## src/rtl/ro_freq_compare.sv

```systemverilog
// Ring-oscillator frequency comparator: counts rising edges of one RO from each bank
// over a programmable gate window and reports both counts plus a comparison bit.
// Optional feature: define RO_CMP_DIFF_EN to add the signed count difference output 'diff'.
module ro_freq_compare #(
  parameter int NUM_RO     = 16,
  parameter int SEL_W      = 4,
  parameter int CNT_W      = 16,
  parameter int WIN_W      = 16,
  parameter int SETTLE_CYC = 8
) (
  input  logic              clk,
  input  logic              rst,
  input  logic              start,
  input  logic [SEL_W-1:0]  sel_a,
  input  logic [SEL_W-1:0]  sel_b,
  input  logic [WIN_W-1:0]  window,
  input  logic [NUM_RO-1:0] ro1_in,
  input  logic [NUM_RO-1:0] ro2_in,
  output logic              ro_activate_1,
  output logic              ro_activate_2,
  output logic              busy,
  output logic              done,
  output logic [CNT_W-1:0]  count_a,
  output logic [CNT_W-1:0]  count_b,
  output logic              resp_bit,
`ifdef RO_CMP_DIFF_EN
  output logic [CNT_W:0]    diff,
`endif
  output logic              tie
);

  localparam int ST_W = (SETTLE_CYC > 1) ? $clog2(SETTLE_CYC) : 1;
  localparam logic [CNT_W-1:0] CNT_MAX = '1;

  typedef enum logic [1:0] {
    S_IDLE,
    S_SETTLE,
    S_COUNT,
    S_DONE
  } state_e;

  state_e            state_q;
  logic [SEL_W-1:0]  sel_a_q, sel_b_q;
  logic [WIN_W-1:0]  window_q, win_cnt_q;
  logic [ST_W-1:0]   settle_q;
  logic [1:0]        sync_a_q, sync_b_q;
  logic              prev_a_q, prev_b_q;
  logic [CNT_W-1:0]  cnt_a_q, cnt_b_q;
  logic [CNT_W-1:0]  cnt_a_d, cnt_b_d;
  logic              ro_a, ro_b, rise_a, rise_b;
  logic              settle_end, win_end, finish;

  // Indices beyond NUM_RO match no bank bit and leave the selected RO at constant 0.
  always_comb begin
    ro_a = 1'b0;
    ro_b = 1'b0;
    for (int i = 0; i < NUM_RO; i++) begin
      if (sel_a_q == SEL_W'(i)) ro_a = ro1_in[i];
      if (sel_b_q == SEL_W'(i)) ro_b = ro2_in[i];
    end
  end

  assign rise_a = sync_a_q[1] & ~prev_a_q;
  assign rise_b = sync_b_q[1] & ~prev_b_q;

  always_comb begin
    cnt_a_d = cnt_a_q;
    cnt_b_d = cnt_b_q;
    if (state_q == S_COUNT) begin
      if (rise_a && cnt_a_q != CNT_MAX) cnt_a_d = cnt_a_q + CNT_W'(1);
      if (rise_b && cnt_b_q != CNT_MAX) cnt_b_d = cnt_b_q + CNT_W'(1);
    end
  end

  assign settle_end = (state_q == S_SETTLE) && (settle_q == ST_W'(SETTLE_CYC - 1));
  assign win_end    = (state_q == S_COUNT) && (win_cnt_q == window_q - WIN_W'(1));
  assign finish     = win_end || (settle_end && window_q == '0);

  // NOTE: every flop here uses non-blocking assignment so all state updates see pre-edge values.
  always_ff @(posedge clk) begin
    if (rst) begin
      sync_a_q <= '0;
      sync_b_q <= '0;
      prev_a_q <= 1'b0;
      prev_b_q <= 1'b0;
    end else begin
      sync_a_q <= {sync_a_q[0], ro_a};
      sync_b_q <= {sync_b_q[0], ro_b};
      prev_a_q <= sync_a_q[1];
      prev_b_q <= sync_b_q[1];
    end
  end

  always_ff @(posedge clk) begin
    if (rst) begin
      state_q       <= S_IDLE;
      sel_a_q       <= '0;
      sel_b_q       <= '0;
      window_q      <= '0;
      win_cnt_q     <= '0;
      settle_q      <= '0;
      cnt_a_q       <= '0;
      cnt_b_q       <= '0;
      ro_activate_1 <= 1'b0;
      ro_activate_2 <= 1'b0;
      busy          <= 1'b0;
      done          <= 1'b0;
      count_a       <= '0;
      count_b       <= '0;
      resp_bit      <= 1'b0;
      tie           <= 1'b0;
`ifdef RO_CMP_DIFF_EN
      diff          <= '0;
`endif
    end else begin
      done <= 1'b0;
      case (state_q)
        S_IDLE: begin
          if (start) begin
            sel_a_q       <= sel_a;
            sel_b_q       <= sel_b;
            window_q      <= window;
            settle_q      <= '0;
            win_cnt_q     <= '0;
            cnt_a_q       <= '0;
            cnt_b_q       <= '0;
            ro_activate_1 <= 1'b1;
            ro_activate_2 <= 1'b1;
            busy          <= 1'b1;
            state_q       <= S_SETTLE;
          end
        end
        S_SETTLE: begin
          settle_q <= settle_q + ST_W'(1);
          if (settle_end && window_q != '0) state_q <= S_COUNT;
        end
        S_COUNT: begin
          cnt_a_q   <= cnt_a_d;
          cnt_b_q   <= cnt_b_d;
          win_cnt_q <= win_cnt_q + WIN_W'(1);
        end
        S_DONE: begin
          busy    <= 1'b0;
          state_q <= S_IDLE;
        end
        default: state_q <= S_IDLE;
      endcase

      // Results are taken from the next-state counts so the final window cycle is included.
      if (finish) begin
        count_a       <= cnt_a_d;
        count_b       <= cnt_b_d;
        resp_bit      <= (cnt_a_d > cnt_b_d);
        tie           <= (cnt_a_d == cnt_b_d);
`ifdef RO_CMP_DIFF_EN
        diff          <= {1'b0, cnt_a_d} - {1'b0, cnt_b_d};
`endif
        ro_activate_1 <= 1'b0;
        ro_activate_2 <= 1'b0;
        done          <= 1'b1;
        state_q       <= S_DONE;
      end
    end
  end

endmodule

```

## config.mk

```make
export PLATFORM = sky130hd
export DESIGN_NAME = ro_freq_compare
export DESIGN_NICKNAME = d
export VERILOG_FILES = /design/src/rtl/ro_freq_compare.sv
export SDC_FILE = /design/constraint.sdc
export NUM_CORES = 1
export LEC_CHECK = 0
export CAP_MARGIN = 30
export CORE_UTILIZATION = 30
export CTS_BUF_LIST = sky130_fd_sc_hd__clkbuf_4 sky130_fd_sc_hd__clkbuf_8 sky130_fd_sc_hd__clkbuf_16
export CTS_CLUSTER_SIZE = 8
export DETAILED_ROUTE_END_ITERATION = 16
export SLEW_MARGIN = 20
export SYNTH_ARGS = -nofsm -noshare
export SYNTH_HDL_FRONTEND = slang
export SYNTH_SLANG_ARGS = --single-unit
```

## constraint.sdc

```tcl
create_clock -name clk -period 6.5 [get_ports clk]
set_input_delay 0.975 -clock clk [delete_from_list [all_inputs] [get_ports clk]]
set_output_delay 0.975 -clock clk [all_outputs]
set_load 0.05 [all_outputs]
```

# After elaboration in Yosys (flattened, before gate mapping)
# Index checks and enable logic that the tools add are counted.
[totals]
reg_bits = 120
in_bits = 59
output_inout_bits = 38
elab_cells = 141
[op_classes]
n_addsub = 5
order_cmp = 1
eq_ne = 41
mux = 49
n_bitwise = 4
n_reduce_logical = 22
[ops]
columns = ["operator", "count"]
rows = [
  ["$pmux W16 S2", 3],
  ["$mux W16", 5],
  ["$eq A4 B4 Y1 const B", 16],
  ["$add A16 B1 Y16 const B", 3],
  ["$mux W1", 34],
  ["$eq A16 B16 Y1", 2],
  ["$eq A4 B3 Y1 const B", 8],
  ["$ne A16 B16 Y1 const B", 2],
  ["$eq A4 B2 Y1 const B", 4],
  ["$gt A16 B16 Y1", 1],
  ["$logic_not A16 Y1", 1],
  ["$reduce_bool A16 Y1", 1],
  ["$sub A16 B1 Y16 const B", 1],
  ["$eq A4 B1 Y1 const B", 2],
  ["$logic_not A4 Y1", 2],
  ["$reduce_and A2 Y1", 4],
  ["$logic_and A1 B1 Y1", 6],
  ["$mux W2", 3],
  ["$pmux W2 S3", 1],
  ["$pmux W3 S2", 1],
  ["$reduce_bool A2 Y1", 3],
  ["$eq A2 B2 Y1 const B", 2],
  ["$reduce_bool A4 Y1", 1],
  ["$add A3 B1 Y3 const B", 1],
  ["other kinds (13)", 15],
]

# Logic depth before layout (Yosys ltp)
# Gate-level depths: netlist of the first run.
[depth]
ltp_word = 17
mapped_depth = 16
mapped_depth_nobuf = 15

# Least setup slack after synthesis of the first run
# OpenSTA, ideal clock, no wires.
[synth_timing]
path_kind = "reg2reg"
startpoint = "register cnt_b_q[3]"
endpoint = "register resp_bit"
arrival_ps = 2897
t_required_ps = 6376
slack_ps = 3478
path_stages_with_launch = 15
path_buffers = 2
synth_period_minus_slack_ps = 3022
cell_sequence = "dfxtp_1 clkbuf_1 and4_1 clkbuf_1 nand4_1 o21ai_1 mux2i_1 ha_1 nor2b_1 o21a_1 o21a_1 o21ai_0 a21oi_1 o21ai_0 o22ai_2"
[synth_between]
elab_chain_len = 5
elab_cells_between_ends = 6
cone_classes = "1 x add/sub; 1 x order compare; 1 x eq/ne; 2 x mux; 1 x reduce/logical"
[synth_lines]
columns = ["item", "line_no", "rtl"]
rows = [
  ["from (decl)", "48", "logic [CNT_W-1:0] cnt_a_q, cnt_b_q;"],
  ["from (signal assigned)", "139", "cnt_b_q <= cnt_b_d;"],
  ["parallel branches: the longest is 3 deep, another holds $add A16 B1 Y16", "n/a", ""],
  ["$mux W16 (*)", "69", "if (state_q == S_COUNT) begin"],
  ["$gt A16 B16 Y1 (*)", "153", "resp_bit <= (cnt_a_d > cnt_b_d);"],
  ["to (signal assigned)", "153", ""],
  ["to (decl)", "25", "output logic resp_bit,"],
]
# Mark *: on every way between the ends.
# A chain may end at the register's enable or synchronous reset.

# Final worst setup path of the first run
# Ends and elaborated chain as after synthesis.

==> reports/metrics.cfg, run 1 <==
[grt]
track_usage_pct=16.26
overflow=0
grt_pass1_vias=5538
grt_max_degree=88
antenna_found_initial=0
grt_first_pass_wirelength_um=28570

[pwr]
powerDensity_nw_per_um2=277.8
p_leak_nw=3.073
ir_drop_mv=0.1356

[final_layout]
final.fill_count=2179
area_growth_pct=27.75
fin_nets=953
antenna_cells=0
layout-drive-gt1-share_pct=7.605

[yosys]
synth_edf_count=0
postSynthCellCount=787
synth_area_leaders=dfxtp_1 37%, nand2_1 5.7%, ha_1 5.0%, a21oi_1 4.7%, nor2_1 4.1%
ys.flop_type=dfxtp_1
ys_ff_latch=120
synth_largest_area_cell=dfxtp_1
synth_fp_nets=872
async_reset_ff_share_pct=0
synthesis.area_um2=6565
synth-seq-area-share_pct=36.59
ys_types=69
synth_top_cell_area_share_pct=36.59
avgSynthCellArea_um2=8.342
yosysWarnings=0

[timing]
worst_pin_slew_ps=928.3
skew_ps=11.59
relSlewSlack_pct=38.11
max_freq_mhz=286.2
holdWs_ps=444.3
finalCritPeriodShare_pct=53.75
timing.final.crit_period_ps=3494
drv_slew=0
rsz0062_at_grt=false
tns_ps=0
hold_viol_final=0
setup_violations=0

[placed_design]
dp_hpwl_um=12470
gp_congestion=0.8892
port_buffers=96

[drt]
drtIter0Drc=384
wl_met2_um=7187
top_layer=met4
drc=0
final_antenna_net_count=0
drt_wl_total_um=17220
dr.pass1.iters=5
vias=5896
met1Wirelength_um=8941
vias_per_cell=5.100
wl_met3_um=905
wl_per_cell_um=14.89

[floorplanning]
io_pins=97
die_area_um2=22480
start_util_pct=30.94
fp-row-count=53
dieWidth_um=149.9
die_h_um=149.9
core_um2=21220

[clocking]
holdBufCountCts=0
cts_made_buffers=17
cts_tree=built
ctsRootBufferMaster=clkbuf_16
clk_transition_reported_paths_ps=60
ctsResizeCount=0
cts_buffer_depth=2
post_cts_buffers=0
h-tree-depth=4
clock_latency_ps=420
clock_sinks=120

[setup_path]
cp_max_fo=9
start_kind=flip-flop
path_class=reg -> reg
crit_required_ps=6780
ff2ff_path_depth=12
critPathCaptureType=flip-flop
critPathArrivalTime_ps=3780

[min_path]
holdCritPathClass=reg -> reg
whs_path_depth=1

[job]
maxCapViolations=0

[status]
status=finished clean

where the power goes:
part           switching (mW)  internal (mW)  leakage [nW]
registers              0.0513          0.776         0.972
logic                   0.301          0.217          1.80
clock network           0.342          0.642         0.301
total                   0.694           1.64          3.07
synth_stat cells (11+ instances only):
library cell  count
or3_1            12
xor2_1           27
nand3_1          14
ha_1             26
nand4_1          17
and3_1           11
a21oi_1          62
nor3_1           16
inv_1            42
clkbuf_1         27
a22oi_1          19
xnor2_1          21
o21ai_0          35
mux2i_1          11
nand2_1          99
nor2_1           72
o32ai_1          11
dfxtp_1         120
worst max-delay path, stage by stage (launching register included):
cell     delay (ps)
dfxtp_1         480
and4_1          400
nand4_1         180
o21ai_1         380
mux2i_1         570
ha_1            350
nor2b_1         130
o21a_1          160
o21a_1          160
o21ai_0         150
a21oi_1          80
o21ai_0         230
o22ai_2          90
kinds of logic after synthesis:
kind of cell             count (synthesis)  synth area share (%)
buffers and inverters                   85                 5.393
multiplexers                            23                 5.108
XOR/XNOR                                49                 6.747
adder cells (fa/ha/maj)                 26                 4.955
AO/OA/AOI/OAI                          190                 18.94
flip-flops                             120                 36.59
AND/OR/NAND/NOR                        294                 22.26
stage by stage:
| stage | total power, mW | util, % | area [µm²] | instances | setup slack (ps) |
|---|---|---|---|---|---|
| 3_3_place_gp | 1.343 | 36.33 | 7709 | 1120 | 2776 |
| 4_1_cts | 2.336 | 39.35 | 8349 | 1153 | 3038 |
| 3_5_place_dp | 1.346 | 36.40 | 7724 | 1121 | 2686 |
| 2_1_floorplan | 1.209 | - | 6565 | 787 | 3478 |
| 5_1_grt | 2.454 | 39.52 | 8387 | 1156 | 2568 |
| 6_report | 2.330 | 39.52 | 8387 | 1156 | 3006 |
per-layer routing:
layer	GRT usage, %	vias to the layer above
met2	23.75	139
met5	0	-
met4	5.101	0
li1	-	2976
met1	23.39	2766
met3	3.720	15
state kept, by name, indices dropped and copies added (netlist names), 2 cells and up:
name,flops
cnt_b_q,16
win_cnt_q,16
count_b,16
cnt_a_q,16
sel_a_q,4
sync_a_q,2
window_q,16
sel_b_q,4
state_q,2
count_a,16
settle_q,3
sync_b_q,2
final timing paths:
kind                             startpoint     endpoint  slack, ps
worst max-delay path             cnt_b_q[3]     resp_bit       3010
worst min-delay path            sync_b_q[0]  sync_b_q[1]        440
worst max register to register   cnt_b_q[3]     resp_bit       3010
worst min register to register  sync_b_q[0]  sync_b_q[1]        440
cells in the final DEF (no fill, tap or decap), drive strengths merged, types with 4 or more instances in the layout:
cell type / Yosys / final
a21o: 8 / 8
a21oi: 62 / 62
a22oi: 20 / 20
xnor2: 21 / 21
o311a: 5 / 5
a211oi: 4 / 4
dfxtp: 120 / 120
o32ai: 11 / 11
clkdlybuf4s50: 0 / 95
mux2i: 11 / 11
mux2: 4 / 4
nor3: 17 / 17
or3: 13 / 13
nand3: 14 / 14
nor2: 72 / 72
nand2b: 7 / 7
nand3b: 4 / 4
o22ai: 8 / 8
nor4: 8 / 8
nor2b: 8 / 8
clkinv: 1 / 6
mux4: 8 / 8
and4: 8 / 8
nand4: 17 / 17
a31oi: 5 / 5
ha: 26 / 26
inv: 42 / 42
xor2: 27 / 27
o21ai: 37 / 37
and2: 5 / 5
clkbuf: 27 / 22
o211ai: 7 / 7
and3: 11 / 11
nand2: 99 / 99
buf: 15 / 8
cell type report:
type                       count  area (µm²)  share of cell area (%)
multi-input combinational    582        3815                   45.49
sequential                   120        2402                   28.64
tap                          275       344.1                   4.103
clock buffer                  21       480.5                   5.729
timing repair buffer         104        1039                   12.38
clock inverter                11       145.1                   1.731
inverter                      43       161.4                   1.925
(Power assumes the default switching activity.)
==> run 2, diff against run 1 <==
==> constraint.sdc (replaced) <==
create_clock -name clk -period 3.45 [get_ports clk]
set_input_delay 0.5175 -clock clk [delete_from_list [all_inputs] [get_ports clk]]
set_output_delay 0.5175 -clock clk [all_outputs]
set_load 0.05 [all_outputs]
==> run 2 against run 1 <==
  * First-iteration DRC count rose by 22%
  * Cell count rose by 1.2%
  * Core utilization rose by 0.18 points
  * Design area rose by 0.45%
  * Power rose by 80%
  * Clock power rose by 67%
  * Wire length rose by 4.3%
  * Global-route usage rose by 0.67 points
  * Sequential cell count did not move
  * Maximum frequency rose by 11%
  * Non-clock buffer count rose by 18
  * Largest cell class unchanged
==> reports/metrics.cfg, run 2 (synthesis gave the netlist of run 1 again) <==
[floorplanning]
die_area_um2=22480  ; unchanged
core_um2=21220  ; unchanged
dieWidth_um=149.9  ; unchanged
fp-row-count=53  ; unchanged
die_h_um=149.9  ; unchanged
start_util_pct=30.94  ; unchanged
io_pins=97  ; unchanged

[pwr]
pwr-share-clk_pct=39.2  ; -3.0 points
switching_power_mw=1.298  ; +87%
powerDensity_nw_per_um2=497.8  ; +79%
ir_drop_mv=0.3263  ; +140%
p_seq_share_pct=37.1  ; +1.6 points
fin_total_pwr_mw=4.194  ; +80%
p_leak_nw=3.115  ; +1.4%
p_int_mw=2.896  ; +77%
p_comb_share_pct=23.7  ; +1.5 points
netSwitchingFraction_pct=30.94  ; +1.1 points

[timing]
hold_viol_final=0  ; unchanged
timing.final.crit_period_ps=3160  ; -333.3 ps
finalCritPeriodShare_pct=91.61  ; +38 points
skew_ps=9.178  ; -2.411 ps
relSlewSlack_pct=45.09  ; +7.0 points
drv_slew=0  ; unchanged
rsz0062_at_grt=false
holdWs_ps=443.6  ; -0.7700 ps
tns_ps=0  ; unchanged
worst_pin_slew_ps=823.6  ; -104.7 ps
worst_slack_ps=289.6  ; -2717 ps
setup_violations=0  ; unchanged
max_freq_mhz=316.4  ; +11%

[grt]
grt_pass1_vias=5740  ; +3.6%
grt_first_pass_wirelength_um=29760  ; +4.2%
antenna_found_initial=0  ; unchanged
overflow=0  ; unchanged
track_usage_pct=16.94  ; +0.67 points
grt_max_degree=38  ; -57%

[placed_design]
place_area_um2=7859  ; +1.7%
placed_cells=1140  ; +1.7%
gp_congestion=0.8778  ; -1.3%
dpl_worst_slack_ps=301.5  ; -2384 ps
dp_hpwl_um=13080  ; +4.9%
port_buffers=96  ; unchanged

[clocking]
clock_sinks=120  ; unchanged
clk_transition_reported_paths_ps=60  ; about the same
ctsRootBufferMaster=clkbuf_16
holdBufCountCts=0  ; unchanged
cts_tree=built
cts_buffer_depth=2  ; unchanged
cts_made_buffers=17  ; unchanged
clock_latency_ps=420  ; about the same
h-tree-depth=4  ; unchanged

[final_layout]
final_cells=1170  ; +1.2%
antenna_cells=0  ; unchanged
fin_util_pct=39.70  ; +0.18 points
final.fill_count=2159  ; -0.92%
layout-drive-gt1-share_pct=9.162  ; +1.6 points
final_cell_mix=120 x dfxtp_1, 99 x nand2_1, 95 x clkdlybuf4s50_1
fin_nets=971  ; +1.9%
mostFrequentLayoutCell=dfxtp_1
design_area_um2=8424  ; +0.45%
area_growth_pct=28.32

[setup_path]
critPathArrivalTime_ps=3450  ; -330 ps
start_kind=flip-flop
critPathCaptureType=flip-flop
crit_required_ps=3740  ; -3040 ps
cp_max_fo=6  ; -3
crit_start=cnt_a_q[0]
ff2ff_path_depth=13  ; +1
r2r-start=cnt_a_q[0]
cpMaxStageDelayCell=a31oi_1
path_cells=ha_1 -> and3_1 -> and3_1 -> a31oi_1 -> nand2_1 -> xnor2_1 -> ha_1 -> o21a_1 -> o21a_1 -> o21ai_0 -> a21oi_1 -> o21ai_0 -> o22ai_2
path_class=reg -> reg
cp_slowest_stage_delay_ps=400  ; -170 ps

[min_path]
holdCritPathClass=reg -> reg
whs_path_depth=1  ; unchanged
min_from=sync_b_q[0]

[drt]
vias=5991  ; +1.6%
wl_per_cell_um=15.35  ; +3.1%
drtIter0Drc=468  ; +22%
vias_per_cell=5.121  ; +0.40%
dr.pass1.iters=5  ; unchanged
drt_wl_total_um=17960  ; +4.3%
drc=0  ; unchanged
final_antenna_net_count=0  ; unchanged

[status]
status=finished clean

[job]
maxCapViolations=0  ; unchanged

## run 2: routing by layer
layer | share of wire, % | global-route usage, %
met1 | 51 | 23.76
met2 | 43 | 25.60
met3 | 5.0 | 3.811
met4 | 1.1 | 5.101
met5 | 0 | 0
## run 2: area by class of cell
type	count	area (µm²)	share of cell area, %
Multi-Input combinational cell	582	3822	45.37
Timing Repair Buffer	122	1151	13.66
Inverter	43	161.4	1.916
Clock buffer	20	466.7	5.540
Tap cell	275	344.1	4.084
Clock inverter	8	76.32	0.9060
Sequential cell	120	2402	28.52
## run 2: repair_timing
action | 4_1_cts | 5_1_grt
buffers inserted | 0 | 2
setup endpoints to repair | 0 | 1
resized for setup | 0 | 3
## run 2: power groups by stage
stage	clock, mW	combinational, mW	sequential (mW)
2_1_floorplan	0	0.705	1.57
3_3_place_gp	0	0.979	1.59
3_5_place_dp	0	0.983	1.59
4_1_cts	1.69	0.990	1.56
5_1_grt	1.74	1.12	1.57
6_report	1.64	0.992	1.56
## run 2: path summary, 6_finish.rpt
check / endpoint / slack (ps)
worst min register to register: sync_b_q[1] / 440
worst min-delay path: sync_b_q[1] / 440
worst max register to register: resp_bit / 290
worst max-delay path: resp_bit / 290
## run 2: critical path: cells and delay by family (launching register included)
family	cells	cell delay, ps
compound gates	7	1260
simple gates	3	630
fa+ha+maj	2	550
flops	1	360
xor+xnor	1	250
==> run 3, diff against run 2 <==
--- a/config.mk
+++ b/config.mk
@@ -6,7 +6,8 @@
 export NUM_CORES = 1
 export LEC_CHECK = 0
 export CAP_MARGIN = 30
-export CORE_UTILIZATION = 30
+export CORE_MARGIN = 2
+export CORE_UTILIZATION = 40
 export CTS_BUF_LIST = sky130_fd_sc_hd__clkbuf_4 sky130_fd_sc_hd__clkbuf_8 sky130_fd_sc_hd__clkbuf_16
 export CTS_CLUSTER_SIZE = 8
 export DETAILED_ROUTE_END_ITERATION = 16
==> run 3 against run 2 <==
  * Sequential power is essentially flat
  * Critical path type unchanged
  * Core utilization grew 12 points
  * Sequential share of layout area grew 0.47 points
  * Largest cell class unchanged
  * Critical endpoint unchanged
  * Clock skew grew 4.8 ps
==> reports/metrics.cfg, run 3 (synthesis gave the netlist of run 1 again) <==
[status]
status=finished clean

[timing]
holdWs_ps=443.2  ; -0.3710 ps
relSlewSlack_pct=47.39  ; +2.3 points
finalCritPeriodShare_pct=92.75  ; +1.1 points
tns_ps=0  ; unchanged
worst_slack_ps=250.0  ; -39.53 ps
skew_ps=13.97  ; +4.788 ps
drv_slew=0  ; unchanged
worst_pin_slew_ps=787.2  ; -36.36 ps
max_freq_mhz=312.5  ; -1.2%
hold_viol_final=0  ; unchanged
setup_violations=0  ; unchanged
timing.final.crit_period_ps=3200  ; +39.53 ps

[final_layout]
area_growth_pct=26.22
mostFrequentLayoutCell=dfxtp_1
design_area_um2=8287  ; -1.6%
antenna_cells=0  ; unchanged
final.fill_count=1533  ; -29%
final_cell_mix=120 x dfxtp_1, 99 x nand2_1, 95 x clkdlybuf4s50_1
layout-drive-gt1-share_pct=9.213  ; +0.051 points
fin_nets=962  ; -0.93%

[floorplanning]
fp-row-count=46  ; -13%
core_um2=15940  ; -25%
dieWidth_um=132.1  ; -12%
die_area_um2=17450  ; -22%
die_h_um=132.1  ; -12%
io_pins=97  ; unchanged
start_util_pct=41.18  ; +10 points

[placed_design]
dpl_worst_slack_ps=87.02  ; -214.5 ps
place_area_um2=7717  ; -1.8%
gp_congestion=0.9206  ; +4.9%
port_buffers=96  ; unchanged
dp_hpwl_um=12840  ; -1.9%

[setup_path]
ff2ff_setup_slack_ps=250  ; -40 ps
worst-path-buf-inv=0  ; unchanged
ff2ff_path_depth=12  ; -1
critPathCaptureType=flip-flop
start_kind=flip-flop
critPathArrivalTime_ps=3500  ; +50 ps
cp_slowest_stage_delay_ps=470  ; +70 ps
r2r-end=resp_bit
crit_family=compound AO/OA/AOI/OAI gates
cpMaxStageDelayCell=dfxtp_1
path_class=reg -> reg
r2r-start=cnt_b_q[3]
cp_max_fo=9  ; +3
crit_required_ps=3750  ; about the same
path_cells=and4_2 -> nand4_1 -> o211a_1 -> and4_1 -> xnor2_2 -> ha_1 -> a21o_1 -> a21o_1 -> a21oi_1 -> o21ai_0 -> o21ai_0 -> o22ai_2

[grt]
grt_util_met2_pct=31.68  ; +6.1 points
grt_first_pass_wirelength_um=28590  ; -3.9%
grt_use_met1_pct=27.29  ; +3.5 points
track_usage_pct=20.44  ; +3.5 points
grt_max_degree=63  ; +66%
overflow=0  ; unchanged
grt_pass1_vias=5661  ; -1.4%
antenna_found_initial=0  ; unchanged
busiest_layer=met2
met3_usage_pct=4.460  ; +0.65 points

[min_path]
min_from=sync_a_q[0]
hold_end=sync_a_q[1]
holdCritPathClass=reg -> reg
whs_path_depth=1  ; unchanged

[drt]
vias_per_cell=5.460  ; +6.6%
dr.pass1.iters=5  ; unchanged
drt_wl_total_um=17690  ; -1.5%
drtIter0Drc=425  ; -9.2%
drc=0  ; unchanged
wl_per_cell_um=15.99  ; +4.2%
final_antenna_net_count=0  ; unchanged
vias=6039  ; +0.80%

[clocking]
clock_latency_ps=430  ; about the same
h-tree-depth=4  ; unchanged
ctsRootBufferMaster=clkbuf_16
cts_buffer_depth=2  ; unchanged
cts_tree=built
cts_made_buffers=17  ; unchanged
clock_sinks=120  ; unchanged
clk_transition_reported_paths_ps=60  ; about the same

[pwr]
powerDensity_nw_per_um2=497.5  ; about the same
p_leak_nw=3.054  ; -2.0%
fin_total_pwr_mw=4.123  ; -1.7%
ir_drop_mv=0.3573  ; +9.5%

[job]
maxCapViolations=0  ; unchanged

[run 3: where the power goes]
| group | leakage (nW) | internal [mW] | total [mW] | switching (mW) |
|---|---|---|---|---|
| Sequential | 0.972 | 1.46 | 1.56 | 0.0960 |
| Combinational | 1.84 | 0.400 | 0.984 | 0.584 |
| Clock | 0.246 | 0.930 | 1.58 | 0.650 |
| Total | 3.05 | 2.79 | 4.12 | 1.33 |
[run 3: worst max-delay path by stage]
stage / startpoint / slack [ps] / cells after the start / end
final: cnt_b_q[3] / 250 / 12 / resp_bit
after CTS: state_q[0] / 50 / 15 / resp_bit
after global placement: state_q[0] / 230 / 15 / resp_bit
after global routing: state_q[0] / -30 / 15 / resp_bit
after detailed placement: state_q[0] / 90 / 15 / resp_bit
after floorplan: cnt_b_q[3] / 430 / 14 / resp_bit
[run 3: worst register-to-register path, cell delays in order (launching register included)]
cell	delay, ps
dfxtp_1	470
and4_2	380
nand4_1	170
o211a_1	360
and4_1	300
xnor2_2	210
ha_1	290
a21o_1	190
a21o_1	170
a21oi_1	130
o21ai_0	100
o21ai_0	210
o22ai_2	80
[run 3: per-stage QoR]
step | util [%] | instances
final | 51.98 | 1106
after global routing | 51.98 | 1106
after CTS | 51.73 | 1104
after detailed placement | 48.41 | 1072
after global placement | 48.41 | 1072
after floorplan | - | 787
[run 3: layout make-up]
class / instances / area, µm² / share of cell area, %
timing repair buffer: 113 / 1084 / 13.08
multi-input combinational: 582 / 3840 / 46.34
clock buffer: 19 / 446.7 / 5.390
inverter: 43 / 161.4 / 1.948
tap: 216 / 270.3 / 3.261
sequential: 120 / 2402 / 28.99
clock inverter: 13 / 82.58 / 0.9965
[run 3: routing by layer]
metal	vias up	part of all wire (%)
li1	2999	-
met1	2843	47
met2	166	45
met3	31	5.3
met4	0	2.0
met5	-	0
[run 3: repair_timing]
action	4_1_cts	5_1_grt
endpoints found under the setup margin	0	2
setup buffers	0	2
resized for setup	0	7
hold buffers	0	0
